### config.mk
export PLATFORM = sky130hd
export DESIGN_NAME = dc_mcarb
export DESIGN_NICKNAME = d
export VERILOG_FILES = /design/src/rtl/dc_mcarb.sv
export SDC_FILE = /design/constraint.sdc
export NUM_CORES = 1
export LEC_CHECK = 0
export BUFFER_PORTS_ARGS = -buffer_cell sky130_fd_sc_hd__buf_2
export CORE_AREA = 2 2 104 157
export CTS_BUF_LIST = sky130_fd_sc_hd__clkbuf_8
export CTS_CLUSTER_SIZE = 12
export DETAILED_ROUTE_END_ITERATION = 16
export DIE_AREA = 0 0 106 159
export PLACE_DENSITY_LB_ADDON = 0.3
export SLEW_MARGIN = 10
export SYNTH_ARGS = -nofsm -noshare
export SYNTH_HDL_FRONTEND = slang
export SYNTH_SLANG_ARGS = --single-unit
### constraint.sdc
create_clock -name mclock -period 3.9 [get_ports mclock]
set_input_delay 0.975 -clock mclock [delete_from_list [all_inputs] [get_ports mclock]]
set_output_delay 0.975 -clock mclock [all_outputs]
set_load 0.02 [all_outputs]
### src/rtl/dc_mcarb.sv
// Display-refresh arbiter: shares one MC port between CRT0 and CRT1, tracks accepted
// bursts in an in-order tag queue and steers returning beats to the owning CRT FIFO.
module dc_mcarb #(
  parameter int OUTS_DEPTH = 4
) (
  input  logic        mclock,
  input  logic        hreset,
  input  logic        req0,
  input  logic        req1,
  input  logic        urg0,
  input  logic        urg1,
  input  logic [9:0]  x0,
  input  logic [9:0]  x1,
  input  logic [11:0] y0,
  input  logic [11:0] y1,
  input  logic [4:0]  pg0,
  input  logic [4:0]  pg1,
  input  logic [20:0] base0,
  input  logic [20:0] base1,
  output logic        mc_req,
  output logic        mc_sel,
  output logic [9:0]  mc_x,
  output logic [11:0] mc_y,
  output logic [4:0]  mc_pg,
  output logic [20:0] mc_base,
  input  logic        mc_ready,
  input  logic        mcpush,
  output logic        ready0,
  output logic        ready1,
  output logic        push0,
  output logic        push1,
  output logic        outs_full,
  output logic        err_orph
);

  localparam int PW = (OUTS_DEPTH > 1) ? $clog2(OUTS_DEPTH) : 1;
  localparam int CW = PW + 1;
  localparam logic [CW-1:0] DEPTH_C = CW'(OUTS_DEPTH);

  typedef enum logic [0:0] {
    ST_IDLE  = 1'b0,
    ST_ISSUE = 1'b1
  } state_e;

  state_e        state_q, state_d;
  logic          req_q, req_d;
  logic          sel_q, sel_d;
  logic [9:0]    x_q, x_d;
  logic [11:0]   y_q, y_d;
  logic [4:0]    pg_q, pg_d;
  logic [20:0]   base_q, base_d;
  logic          rr_q, rr_d;
  logic          mask0_q, mask0_d;
  logic          mask1_q, mask1_d;
  logic [PW-1:0] wr_ptr_q, wr_ptr_d;
  logic [PW-1:0] rd_ptr_q, rd_ptr_d;
  logic [CW-1:0] cnt_q, cnt_d;
  logic [5:0]    bcnt_q, bcnt_d;
  logic          full_q, full_d;
  logic          orph_q, orph_d;
  logic          tag_sel_q   [OUTS_DEPTH];
  logic [5:0]    tag_beats_q [OUTS_DEPTH];

  logic          elig0_s, elig1_s, win_s, enq_s, pop_s, fwd_s, nonempty_s;
  logic          head_sel_s;
  logic [5:0]    head_beats_s, beats_s;

  // Arbitration and request-presentation FSM
  always_comb begin
    state_d = state_q;
    sel_d   = sel_q;
    x_d     = x_q;
    y_d     = y_q;
    pg_d    = pg_q;
    base_d  = base_q;
    rr_d    = rr_q;
    mask0_d = 1'b0;
    mask1_d = 1'b0;
    enq_s   = 1'b0;
    ready0  = 1'b0;
    ready1  = 1'b0;
    elig0_s = req0 & ~mask0_q;
    elig1_s = req1 & ~mask1_q;
    if (elig0_s && elig1_s) begin
      if ((urg0 & elig0_s) != (urg1 & elig1_s)) begin
        win_s = urg1;
      end else begin
        win_s = ~rr_q;
      end
    end else begin
      win_s = elig1_s;
    end
    case (state_q)
      ST_IDLE: begin
        if (!full_q && (elig0_s || elig1_s)) begin
          state_d = ST_ISSUE;
          sel_d   = win_s;
          x_d     = win_s ? x1 : x0;
          y_d     = win_s ? y1 : y0;
          pg_d    = win_s ? pg1 : pg0;
          base_d  = win_s ? base1 : base0;
        end else begin
          state_d = ST_IDLE;
        end
      end
      ST_ISSUE: begin
        if (mc_ready) begin
          ready0  = ~sel_q;
          ready1  = sel_q;
          enq_s   = 1'b1;
          rr_d    = sel_q;
          mask0_d = ~sel_q;
          mask1_d = sel_q;
          state_d = ST_IDLE;
        end else begin
          state_d = ST_ISSUE;
        end
      end
      default: begin
        state_d = ST_IDLE;
      end
    endcase
    req_d = (state_d == ST_ISSUE);
  end

  // Tag queue bookkeeping and return-beat steering
  always_comb begin
    beats_s      = (pg_q == 5'd0) ? 6'd32 : {1'b0, pg_q};
    nonempty_s   = (cnt_q != {CW{1'b0}});
    head_sel_s   = tag_sel_q[rd_ptr_q];
    head_beats_s = tag_beats_q[rd_ptr_q];
    fwd_s        = mcpush & nonempty_s;
    push0        = fwd_s & ~head_sel_s;
    push1        = fwd_s & head_sel_s;
    pop_s        = fwd_s && (bcnt_q == (head_beats_s - 6'd1));
    if (pop_s) begin
      bcnt_d = 6'd0;
    end else if (fwd_s) begin
      bcnt_d = bcnt_q + 6'd1;
    end else begin
      bcnt_d = bcnt_q;
    end
    wr_ptr_d = enq_s ? (wr_ptr_q + {{(PW-1){1'b0}}, 1'b1}) : wr_ptr_q;
    rd_ptr_d = pop_s ? (rd_ptr_q + {{(PW-1){1'b0}}, 1'b1}) : rd_ptr_q;
    case ({enq_s, pop_s})
      2'b10:   cnt_d = cnt_q + {{(CW-1){1'b0}}, 1'b1};
      2'b01:   cnt_d = cnt_q - {{(CW-1){1'b0}}, 1'b1};
      default: cnt_d = cnt_q;
    endcase
    full_d = (cnt_d == DEPTH_C);
    orph_d = orph_q | (mcpush & ~nonempty_s);
  end

  // State and output registers
  always_ff @(posedge mclock or negedge hreset) begin
    if (!hreset) begin
      state_q  <= ST_IDLE;
      req_q    <= 1'b0;
      sel_q    <= 1'b0;
      x_q      <= 10'd0;
      y_q      <= 12'd0;
      pg_q     <= 5'd0;
      base_q   <= 21'd0;
      rr_q     <= 1'b1;
      mask0_q  <= 1'b0;
      mask1_q  <= 1'b0;
      wr_ptr_q <= {PW{1'b0}};
      rd_ptr_q <= {PW{1'b0}};
      cnt_q    <= {CW{1'b0}};
      bcnt_q   <= 6'd0;
      full_q   <= 1'b0;
      orph_q   <= 1'b0;
    end else begin
      state_q  <= state_d;
      req_q    <= req_d;
      sel_q    <= sel_d;
      x_q      <= x_d;
      y_q      <= y_d;
      pg_q     <= pg_d;
      base_q   <= base_d;
      rr_q     <= rr_d;
      mask0_q  <= mask0_d;
      mask1_q  <= mask1_d;
      wr_ptr_q <= wr_ptr_d;
      rd_ptr_q <= rd_ptr_d;
      cnt_q    <= cnt_d;
      bcnt_q   <= bcnt_d;
      full_q   <= full_d;
      orph_q   <= orph_d;
    end
  end

  // Tag storage: owner and beat count of each accepted burst
  always_ff @(posedge mclock or negedge hreset) begin
    if (!hreset) begin
      for (int i = 0; i < OUTS_DEPTH; i++) begin
        tag_sel_q[i]   <= 1'b0;
        tag_beats_q[i] <= 6'd0;
      end
    end else if (enq_s) begin
      tag_sel_q[wr_ptr_q]   <= sel_q;
      tag_beats_q[wr_ptr_q] <= beats_s;
    end
  end

  assign mc_req    = req_q;
  assign mc_sel    = sel_q;
  assign mc_x      = x_q;
  assign mc_y      = y_q;
  assign mc_pg     = pg_q;
  assign mc_base   = base_q;
  assign outs_full = full_q;
  assign err_orph  = orph_q;

endmodule
After elaboration in Yosys (flattened, before gate mapping):

Index checks and enable logic that the tools add are counted.

* equality and inequality tests: 5
* $lt $le $gt $ge: 3
* $add $sub $neg: 6
* bitwise logic cells: 18
* multiplexer cells: 31
* reductions and logical operators: 11

Operators by type and width (count)
* $mux 6: 6
* $bwmux 24: 1
* $mux 21: 1
* $mux 1: 13
* $bmux 6 s2: 1
* $demux 6 s2: 1
* $mux 12: 1
* $mux 10: 1
* $and 1x1->1: 8
* $not 1->1: 7
* $add 6x1->6 const B: 1
* $eq 6x6->1: 1
* $ge 3x3->1 const B: 2
* $not 2->3: 2
* $pmux 3 s2: 1
* $sub 6x1->6 const B: 1
* $logic_not 5->1: 1
* $mux 5: 1
* $add 2x1->2 const B: 2
* $bwmux 4: 1
* $logic_and 1x1->1: 4
* $reduce_and 2->1: 2
* $add 3x1->3 const B: 1
* $eq 3x3->1 const B: 1
* other kinds (13): 13

* input bits: 104
* register bits: 96

Longest topological paths before layout:

Gate-level depths: netlist (run 1).

* word-level depth: 10
* gate-level depth with buffers: 15
* gate-level depth less buffers: 14

Least setup slack after synthesis (run 1):

No wires, ideal clock.

* path kind: reg2reg
* start point: register rd_ptr_q[0]
* end point: register full_q, in the netlist outs_full
* buffers on the path: 1
* stages on the path, launching flop included: 16
* setup time: 88 ps
* arrival time: 3308 ps
* slack: 504 ps
* required time: 3812 ps
* path through: dfrtp_1 > buf_6 > mux4_2 > inv_1 > ha_1 > inv_1 > nor4_1 > o2111ai_4 > nor3_4 > ha_1 > inv_1 > fa_1 > xor2_1 > nor2_1 > xor2_1 > nor3b_1

* word-level cells in the longest chain between the ends: 10

RTL lines
* start, declared: line 56 `logic [PW-1:0] rd_ptr_q, rd_ptr_d;`
* start signal, assigned: line 168 `rd_ptr_q <= {PW{1'b0}};`
* start signal, assigned: line 185 `rd_ptr_q <= rd_ptr_d;`
* $not 2->3 (implied by the code) *: line 131 `head_beats_s = tag_beats_q[rd_ptr_q];`
* $bmux 6 s2 *: line 131
* $mux 6 (implied by the code) * (2 in series): line 131
* $sub 6x1->6 *: line 135 `pop_s = fwd_s && (bcnt_q == (head_beats_s - 6'd1));`
* $eq 6x6->1 *: line 135
* $logic_and 1x1->1 *: line 135
* $eq 2x1->1 or $eq 2x2->1 (tied branches): line 145 `case ({enq_s, pop_s})`
* $pmux 3 s2 *: line 145
* named net cnt_d[2]: line 57 `logic [CW-1:0] cnt_q, cnt_d;`
* $eq 3x3->1 *: line 150 `full_d = (cnt_d == DEPTH_C);`
* named net full_d: line 59 `logic full_q, full_d;`
* end signal, assigned: line 188 `full_q <= full_d;`
* end, declared: line 59

Mark *: on every way through the listed nets, which the timed path passes. The rest lies on a longest branch. The select of a mux whose other input is x is not followed.
A chain may end at the register's enable or synchronous reset.

Final worst setup path (run 1):

Same ends and word-level chain as after synthesis.

==> Implementation_results.wiki, run 1 <==
{| class="wikitable"
! Metric !! Value
|-
| Setup TNS || 0 ns
|-
| Worst clock skew || 0.00793 ns
|-
| CTS Root Cell || clkbuf_8
|-
| Critical path endpoint category || flop
|-
| Top cells by instance count after synthesis || dfrtp_1, nand2_1, o21ai_0, mux2i_1, mux2_2
|-
| Resized cells post-CTS || 0
|-
| Result of the run || finished clean
|-
| Router iterations before antenna repair || 5
|-
| # Post-CTS Setup Buffers || 0
|-
| Worst Reg-to-Reg Cells || 14
|-
| Area of the core || 15500 um2
|-
| Quantity of hold-fixing buffers added after cts || 0
|-
| Dominant combinational cell family by area after synthesis || multiplexers
|-
| Most used cell, CP || inv_1
|-
| Number of buffers and inverters on the critical path || 3
|-
| Per-cell routed wire length || 13.9 um
|-
| Layout Utilization || 37.9%
|-
| Average size of a mapped cell || 11.4 um2
|-
| Final setup violation count || 0
|-
| Number of flip-flops and latches in the synthesized netlist || 96
|-
| Count of final max-slew check failures || 0
|-
| Top-level port count || 160
|-
| Worst skew pair latency || 0.35 ns
|-
| Critical-path top delay cell || mux4_2
|-
| Relative slew margins || 37.4%
|-
| Max-cap check violation count || 0
|-
| Number of nets in the finished design || 669
|-
| Count of buffers from port buffering || 159
|-
| Number of flops mapped to enable cells by yosys || 0
|-
| Die extent in y || 159 um
|-
| Congestion Overflow GR || 0
|-
| Number of clock buffers inserted by TritonCTS || 9
|-
| Critical path start-end classification || flop to flop
|-
| Sequential fraction of the synthesis area || 52.4%
|-
| Final Hold Vio Count || 0
|-
| Async set-or-reset flop fraction in the synthesized netlist || 100%
|-
| Final clock period utilization by the worst path || 91.5%
|-
| Synthesized netlist cell count || 402
|-
| Worst Max-Slew Pin Slew || 0.938 ns
|-
| Area leader, netlist || dfrtp_1
|-
| Starting Density || 29.6%
|-
| Worst endpoint data arrival time || 3.84 ns
|-
| Critical path cell sequence || mux4_2 -> inv_1 -> ha_1 -> inv_1 -> nor4_1 -> o2111ai_4 -> nor3_4 -> ha_1 -> inv_1 -> fa_1 -> xor2_1 -> nor2_1 -> xor2_1 -> nor3b_1
|-
| Type of element launching the critical path || flop
|-
| Clock tree from TritonCTS || built
|-
| Kind of cell with the highest combined delay on the critical path || simple AND/OR/NAND/NOR gates
|-
| Detailed Route WL || 10600 um
|-
| Number of standard-cell rows in the floorplan || 56
|-
| Share of the synthesized area in the top cell type || 51.9%
|-
| Launch point of the worst hold path || err_orph
|-
| Compound-gate portion of the synthesized area || 8.90%
|-
| Post-synthesis to final-layout area growth || 27.9%
|-
| DIE AREA || 16900 um2
|-
| Pin count of the biggest net entering global routing || 95
|-
| Global-route wire length before repair || 18000 um
|-
| Num Clock Sinks || 96
|-
| Crit path largest cell delay || 0.59 ns
|-
| Primary flip-flop cell chosen by synthesis mapping || dfrtp_1
|-
| Adder-cell share of the synthesized area || 2.57%
|-
| Post-synthesis cell type count || 39
|-
| Crit path time final || 3.57 ns
|-
| Fraction of synthesized area in multiplexers || 20.6%
|-
| Worst min-delay path class || flop to flop
|-
| Worst Hold Depth || 1
|-
| Worst supply voltage drop on vdd || 234 uV
|-
| Worst-case register-to-register setup slack || 0.33 ns
|-
| Count of antenna-violating nets left after detailed routing || 0
|-
| Layout cell share with drive strength beyond 1 || 38.4%
|-
| Capturing point of the worst reg2reg path || outs_full
|-
| Start of the worst register-to-register path || rd_ptr_q[0]
|-
| Total number of yosys warnings || 0
|-
| Global-route total usage across every layer || 13.2%
|-
| Number of global-route vias before repair || 3696
|-
| RSZ-0062 raised after global routing || false
|-
| Number of nets in the synthesized netlist || 514
|-
| Highest Clock Rate || 280 MHz
|-
| Violation count after the first detailed-route iteration || 68
|-
| Drt via density || 4.51
|-
| Count of filler cells inserted in the layout || 1541
|-
| Synthesized area || 4580 um2
|-
| Highest net fanout along the worst path || 6
|-
| Half-perimeter wire length after placement || 8190 um
|-
| Number of levels the H-tree was split into || 3
|-
| Simple-Gate Fraction of Synth Area || 9.91%
|-
| Initial antenna violation count || 0
|-
| Clock transition at path regs || 0.09 ns
|-
| Final antenna diode count || 0
|-
| Gpl congestion || 0.813
|-
| Maximum count of clock buffers along a single path || 2
|-
| Xor and xnor fraction of the mapped netlist area || 2.84%
|-
| Data required time of the critical path || 4.17 ns
|-
| Most used standard cell by instance count after synthesis || dfrtp_1
|-
| Width of the die || 106 um
|-
| Hold Path Sink || err_orph
|-
| Lkg Pwr || 2.94 nW
|-
| Main area contributors after synthesis || dfrtp_1, mux2i_1, o21ai_0
|-
| Power density over cell area || 813 nW/um2
|-
| DRC violations left || 0
|-
| Routed via count || 3450
|}
[final cells by class]
| type | instances | area (um2) | area share (%) |
|---|---|---|---|
| flip-flops and latches | 96 | 2400 | 41.0 |
| multi-input cells | 275 | 2070 | 35.4 |
| repair buffers | 164 | 861 | 14.7 |
| well taps | 203 | 254 | 4.33 |
| clock buffers | 9 | 124 | 2.11 |
| clock inverters | 7 | 105 | 1.79 |
| inverters | 11 | 41.3 | 0.704 |
[layer usage]
layer | GRT usage, % | vias up | part of all wire (%)
met5 | 0 | - | 0
met4 | 4.07 | 0 | 1.3
li1 | - | 1708 | -
met2 | 24.4 | 101 | 54
met3 | 3.03 | 9 | 4.6
met1 | 15.0 | 1632 | 40
[through the flow]
| step | instances | hold WS [ns] | area [um2] | setup WS (ns) | total power [mW] |
|---|---|---|---|---|---|
| 3_3_place_gp | 749 | 0.435 | 5630 | 0.392 | 4.00 |
| 6_report | 765 | 0.463 | 5860 | 0.330 | 4.77 |
| 2_1_floorplan | 402 | 0.445 | 4580 | 0.504 | 3.35 |
| 5_1_grt | 765 | 0.502 | 5860 | 0.0391 | 5.16 |
| 4_1_cts | 765 | 0.470 | 5860 | 0.281 | 4.85 |
| 3_5_place_dp | 749 | 0.448 | 5630 | 0.262 | 4.08 |
[worst max-delay path by stage]
stage                endpoint  slack (ns)         from  cells after the start
global route        outs_full        0.04  rd_ptr_q[0]                     14
global placement    outs_full        0.39  rd_ptr_q[0]                     14
finish              outs_full        0.33  rd_ptr_q[0]                     14
CTS                 outs_full        0.28  rd_ptr_q[0]                     14
detailed placement  outs_full        0.26  rd_ptr_q[0]                     14
floorplan           outs_full        0.50  rd_ptr_q[0]                     15
[state kept, by name, indices dropped and copies added, names as in the netlist, 2 cells and up]
register and cells:
tag_beats_q 24, mc_base 21, mc_y 12, mc_x 10, bcnt_q 6, mc_pg 5
tag_sel_q 4, cnt_q 3, rd_ptr_q 2, wr_ptr_q 2
[power breakdown]
| part | switching (mW) | internal (mW) | leakage (nW) |
|---|---|---|---|
| combinational | 1.26 | 0.926 | 1.63 |
| sequential | 0.381 | 1.45 | 1.19 |
| clock | 0.328 | 0.418 | 0.128 |
[placed cells by master (no fill, tap or decap), types with 2 or more instances in the layout]
cell type	count
mux2i_1	48
nor3_1	7
mux4_1	3
xnor2_1	7
buf_4	4
a21o_1	3
mux2_2	26
bufinv_16	3
nand3_1	8
xor2_1	6
inv_1	15
nand2_1	60
ha_1	7
a21oi_1	2
and3_1	4
buf_2	158
nor2_1	11
mux4_2	4
clkbuf_8	9
buf_12	2
a211oi_1	2
dfrtp_1	95
nor2b_1	3
o21ai_0	59
[cell families (layout without fill, tap and decap cells)]
logic type                 Yosys count  count (layout)
AOI/OAI and AO/OA                   71              71
xor gates and xnor gates            14              14
adders and majority gates            9               9
buffers and inverters               31             191
DFF                                 96              96
muxes                               81              81
and+or+nand+nor                    100             100
Note: power is estimated with default switching activity, not from simulation.
==> run 2: changes to the inputs <==
--- a/config.mk
+++ b/config.mk
@@ -12,6 +12,7 @@
 export DETAILED_ROUTE_END_ITERATION = 16
 export DIE_AREA = 0 0 106 159
 export PLACE_DENSITY_LB_ADDON = 0.3
+export RECOVER_POWER = 50
 export SLEW_MARGIN = 10
 export SYNTH_ARGS = -nofsm -noshare
 export SYNTH_HDL_FRONTEND = slang
==> Implementation_results.wiki, run 2 (same netlist as run 1, synthesis figures left out) <==
{| class="wikitable"
! Metric !! Value
|-
| Result of the run || complete, but fails checks (was finished clean)
|-
| Violations in the final reports || capacitance limit, slew limit
|-
| Count of filler cells inserted in the layout || 1541 (unchanged)
|-
| Per-cell routed wire length || 13.9 um (about the same)
|-
| Worst Max-Slew Pin Slew || 1.82 ns (was 0.938 ns)
|-
| Sequential cell area || 2400 um2 (unchanged)
|-
| Global-route total usage across every layer || 13.2% (unchanged)
|-
| Final antenna diode count || 0 (unchanged)
|-
| Data required time of the critical path || 4.18 ns (was 4.17 ns)
|-
| Critical path endpoint category || flop (unchanged)
|-
| Layout cell share with drive strength beyond 1 || 37.9% (was 38.4%)
|-
| Count of buffers from port buffering || 159 (unchanged)
|-
| # Post-CTS Setup Buffers || 0 (unchanged)
|-
| RSZ-0062 raised after global routing || false (unchanged)
|-
| Area post-placement || 5630 um2 (unchanged)
|-
| Router iterations before antenna repair || 4 (was 5)
|-
| Critical path start-end classification || flop to flop (unchanged)
|-
| Lkg Pwr || 2.93 nW (was 2.94 nW)
|-
| Commonest non-fill, non-tap cells in the layout || buf_2, dfrtp_1, nand2_1, o21ai_0, mux2i_1 (was buf_2, dfrtp_1, nand2_1)
|-
| Drt via density || 4.51 (about the same)
|-
| Number of clock buffers inserted by TritonCTS || 9 (unchanged)
|-
| DIE AREA || 16900 um2 (unchanged)
|-
| Crit path time final || 3.57 ns (about the same)
|-
| Setup TNS || 0 ns (unchanged)
|-
| Detailed Route WL || 10600 um (about the same)
|-
| Number of nets in the finished design || 669 (unchanged)
|-
| Clock tree from TritonCTS || built (unchanged)
|-
| Highest Clock Rate || 280 MHz (about the same)
|-
| Design area || 5840 um2 (was 5860 um2)
|-
| Quantity of hold-fixing buffers added after cts || 0 (unchanged)
|-
| Commonest non-fill, non-tap cell in the layout || buf_2 (unchanged)
|-
| Register ranked first by flip-flop count || tag_beats_q (unchanged)
|-
| Most used cell, CP || inv_1 (unchanged)
|-
| Highest net fanout along the worst path || 6 (unchanged)
|-
| Gpl congestion || 0.813 (unchanged)
|-
| Relative slew margins || -21.7% (was 37.4%)
|-
| Number of flip-flops under the largest register name || 24 (unchanged)
|-
| Number of levels the H-tree was split into || 3 (unchanged)
|-
| Starting Density || 29.6% (unchanged)
|-
| Crit path largest cell delay || 0.59 ns (about the same)
|-
| Number of global-route vias before repair || 3696 (unchanged)
|-
| Final clock period utilization by the worst path || 91.4% (was 91.5%)
|-
| CTS Root Cell || clkbuf_8 (unchanged)
|-
| Worst min-delay path class || flop to flop (unchanged)
|-
| Die extent in y || 159 um (unchanged)
|-
| Critical-path top delay cell || mux4_2 (unchanged)
|-
| Maximum count of clock buffers along a single path || 2 (unchanged)
|-
| Num Clock Sinks || 96 (unchanged)
|-
| Congestion Overflow GR || 0 (unchanged)
|-
| Number of standard-cell rows in the floorplan || 56 (unchanged)
|-
| Area of the multi-input gates || 2060 um2 (was 2070 um2)
|-
| Layout Utilization || 37.7% (was 37.9%)
|-
| Violation count after the first detailed-route iteration || 71 (was 68)
|-
| Width of the die || 106 um (unchanged)
|-
| Global-route wire length before repair || 18000 um (unchanged)
|-
| Area of the core || 15500 um2 (unchanged)
|-
| Post-synthesis to final-layout area growth || 27.5% (was 27.9%)
|-
| Final Hold Vio Count || 0 (unchanged)
|-
| Pin count of the biggest net entering global routing || 95 (unchanged)
|-
| Count of final max-slew check failures || 74 (was 0)
|-
| Worst clock skew || 0.0109 ns (was 0.00793 ns)
|-
| Max-cap check violation count || 1 (was 0)
|-
| Count of antenna-violating nets left after detailed routing || 0 (unchanged)
|-
| Half-perimeter wire length after placement || 8190 um (unchanged)
|-
| Resized cells post-CTS || 0 (unchanged)
|-
| Clock transition at path regs || 0.09 ns (about the same)
|-
| Final setup violation count || 0 (unchanged)
|-
| Critical path cell sequence || mux4_2 -> inv_1 -> ha_1 -> inv_1 -> nor4_1 -> o2111ai_4 -> nor3_4 -> ha_1 -> inv_1 -> fa_1 -> xor2_1 -> nor2_1 -> xor2_1 -> nor3b_1 (unchanged)
|-
| Worst endpoint data arrival time || 3.84 ns (about the same)
|-
| Power density over cell area || 814 nW/um2 (was 813 nW/um2)
|-
| DRC violations left || 0 (unchanged)
|-
| Routed via count || 3451 (was 3450)
|-
| Type of element launching the critical path || flop (unchanged)
|-
| Worst skew pair latency || 0.36 ns (was 0.35 ns)
|-
| Worst supply voltage drop on vdd || 233 uV (was 234 uV)
|-
| Top-level port count || 160 (unchanged)
|-
| Initial antenna violation count || 0 (unchanged)
|}
-- run 2: changes by cell type in the layout (fill, tap and decap cells not counted), sizes merged --
cell	delta
clkbuf	+3
buf	-3
-- run 2: final timing paths --
path,cells past startpoint,slack [ns],startpoint,endpoint
max in group asynchronous,2,0.88,hreset,mc_base[7]
worst max-delay path,14,0.33,rd_ptr_q[0],outs_full
worst min-delay path,1,0.46,err_orph,err_orph
worst max register to register,14,0.33,rd_ptr_q[0],outs_full
min in group asynchronous,1,1.10,hreset,mc_sel
worst min register to register,1,0.46,err_orph,err_orph
-- run 2: power by group --
group          total [mW]  internal (mW)  switching (mW)
Sequential           1.84           1.45           0.381
Combinational        2.17          0.921            1.25
Clock               0.748          0.418           0.331
-- run 2: layout make-up --
cell class / instances / area share, %
Sequential cell: 96 / 41.1
Multi-Input combinational cell: 275 / 35.3
Timing Repair Buffer: 164 / 14.6
Tap cell: 203 / 4.35
Clock buffer: 9 / 2.12
Clock inverter: 7 / 1.80
Inverter: 11 / 0.706
-- run 2: critical path: cells and delay by family, from the launching register on --
family                   cells  cell delay [ns]
AND/OR/NAND/NOR              4             0.92
adder cells (fa/ha/maj)      3             0.74
multiplexers                 1             0.59
flip-flops                   1             0.53
XOR/XNOR                     2             0.32
buffers and inverters        3             0.20
AO/OA/AOI/OAI                1             0.19
-- run 2: routing by layer --
metal / GRT usage, % / vias to the layer above / part of all wire, %
met2: 24.4 / 103 / 54
met3: 3.03 / 10 / 4.7
met4: 4.07 / 0 / 1.4
met5: 0 / - / 0
li1: - / 1707 / -
met1: 15.0 / 1631 / 40
-- run 2: stage by stage --
stage	setup WS, ns	hold slack, ns	cells	total power, mW
after floorplan	0.504	0.445	402	3.35
after global placement	0.392	0.435	749	4.00
after detailed placement	0.262	0.448	749	4.08
after CTS	0.281	0.470	765	4.85
after global routing	0.0391	0.502	765	5.15
final	0.334	0.464	765	4.76
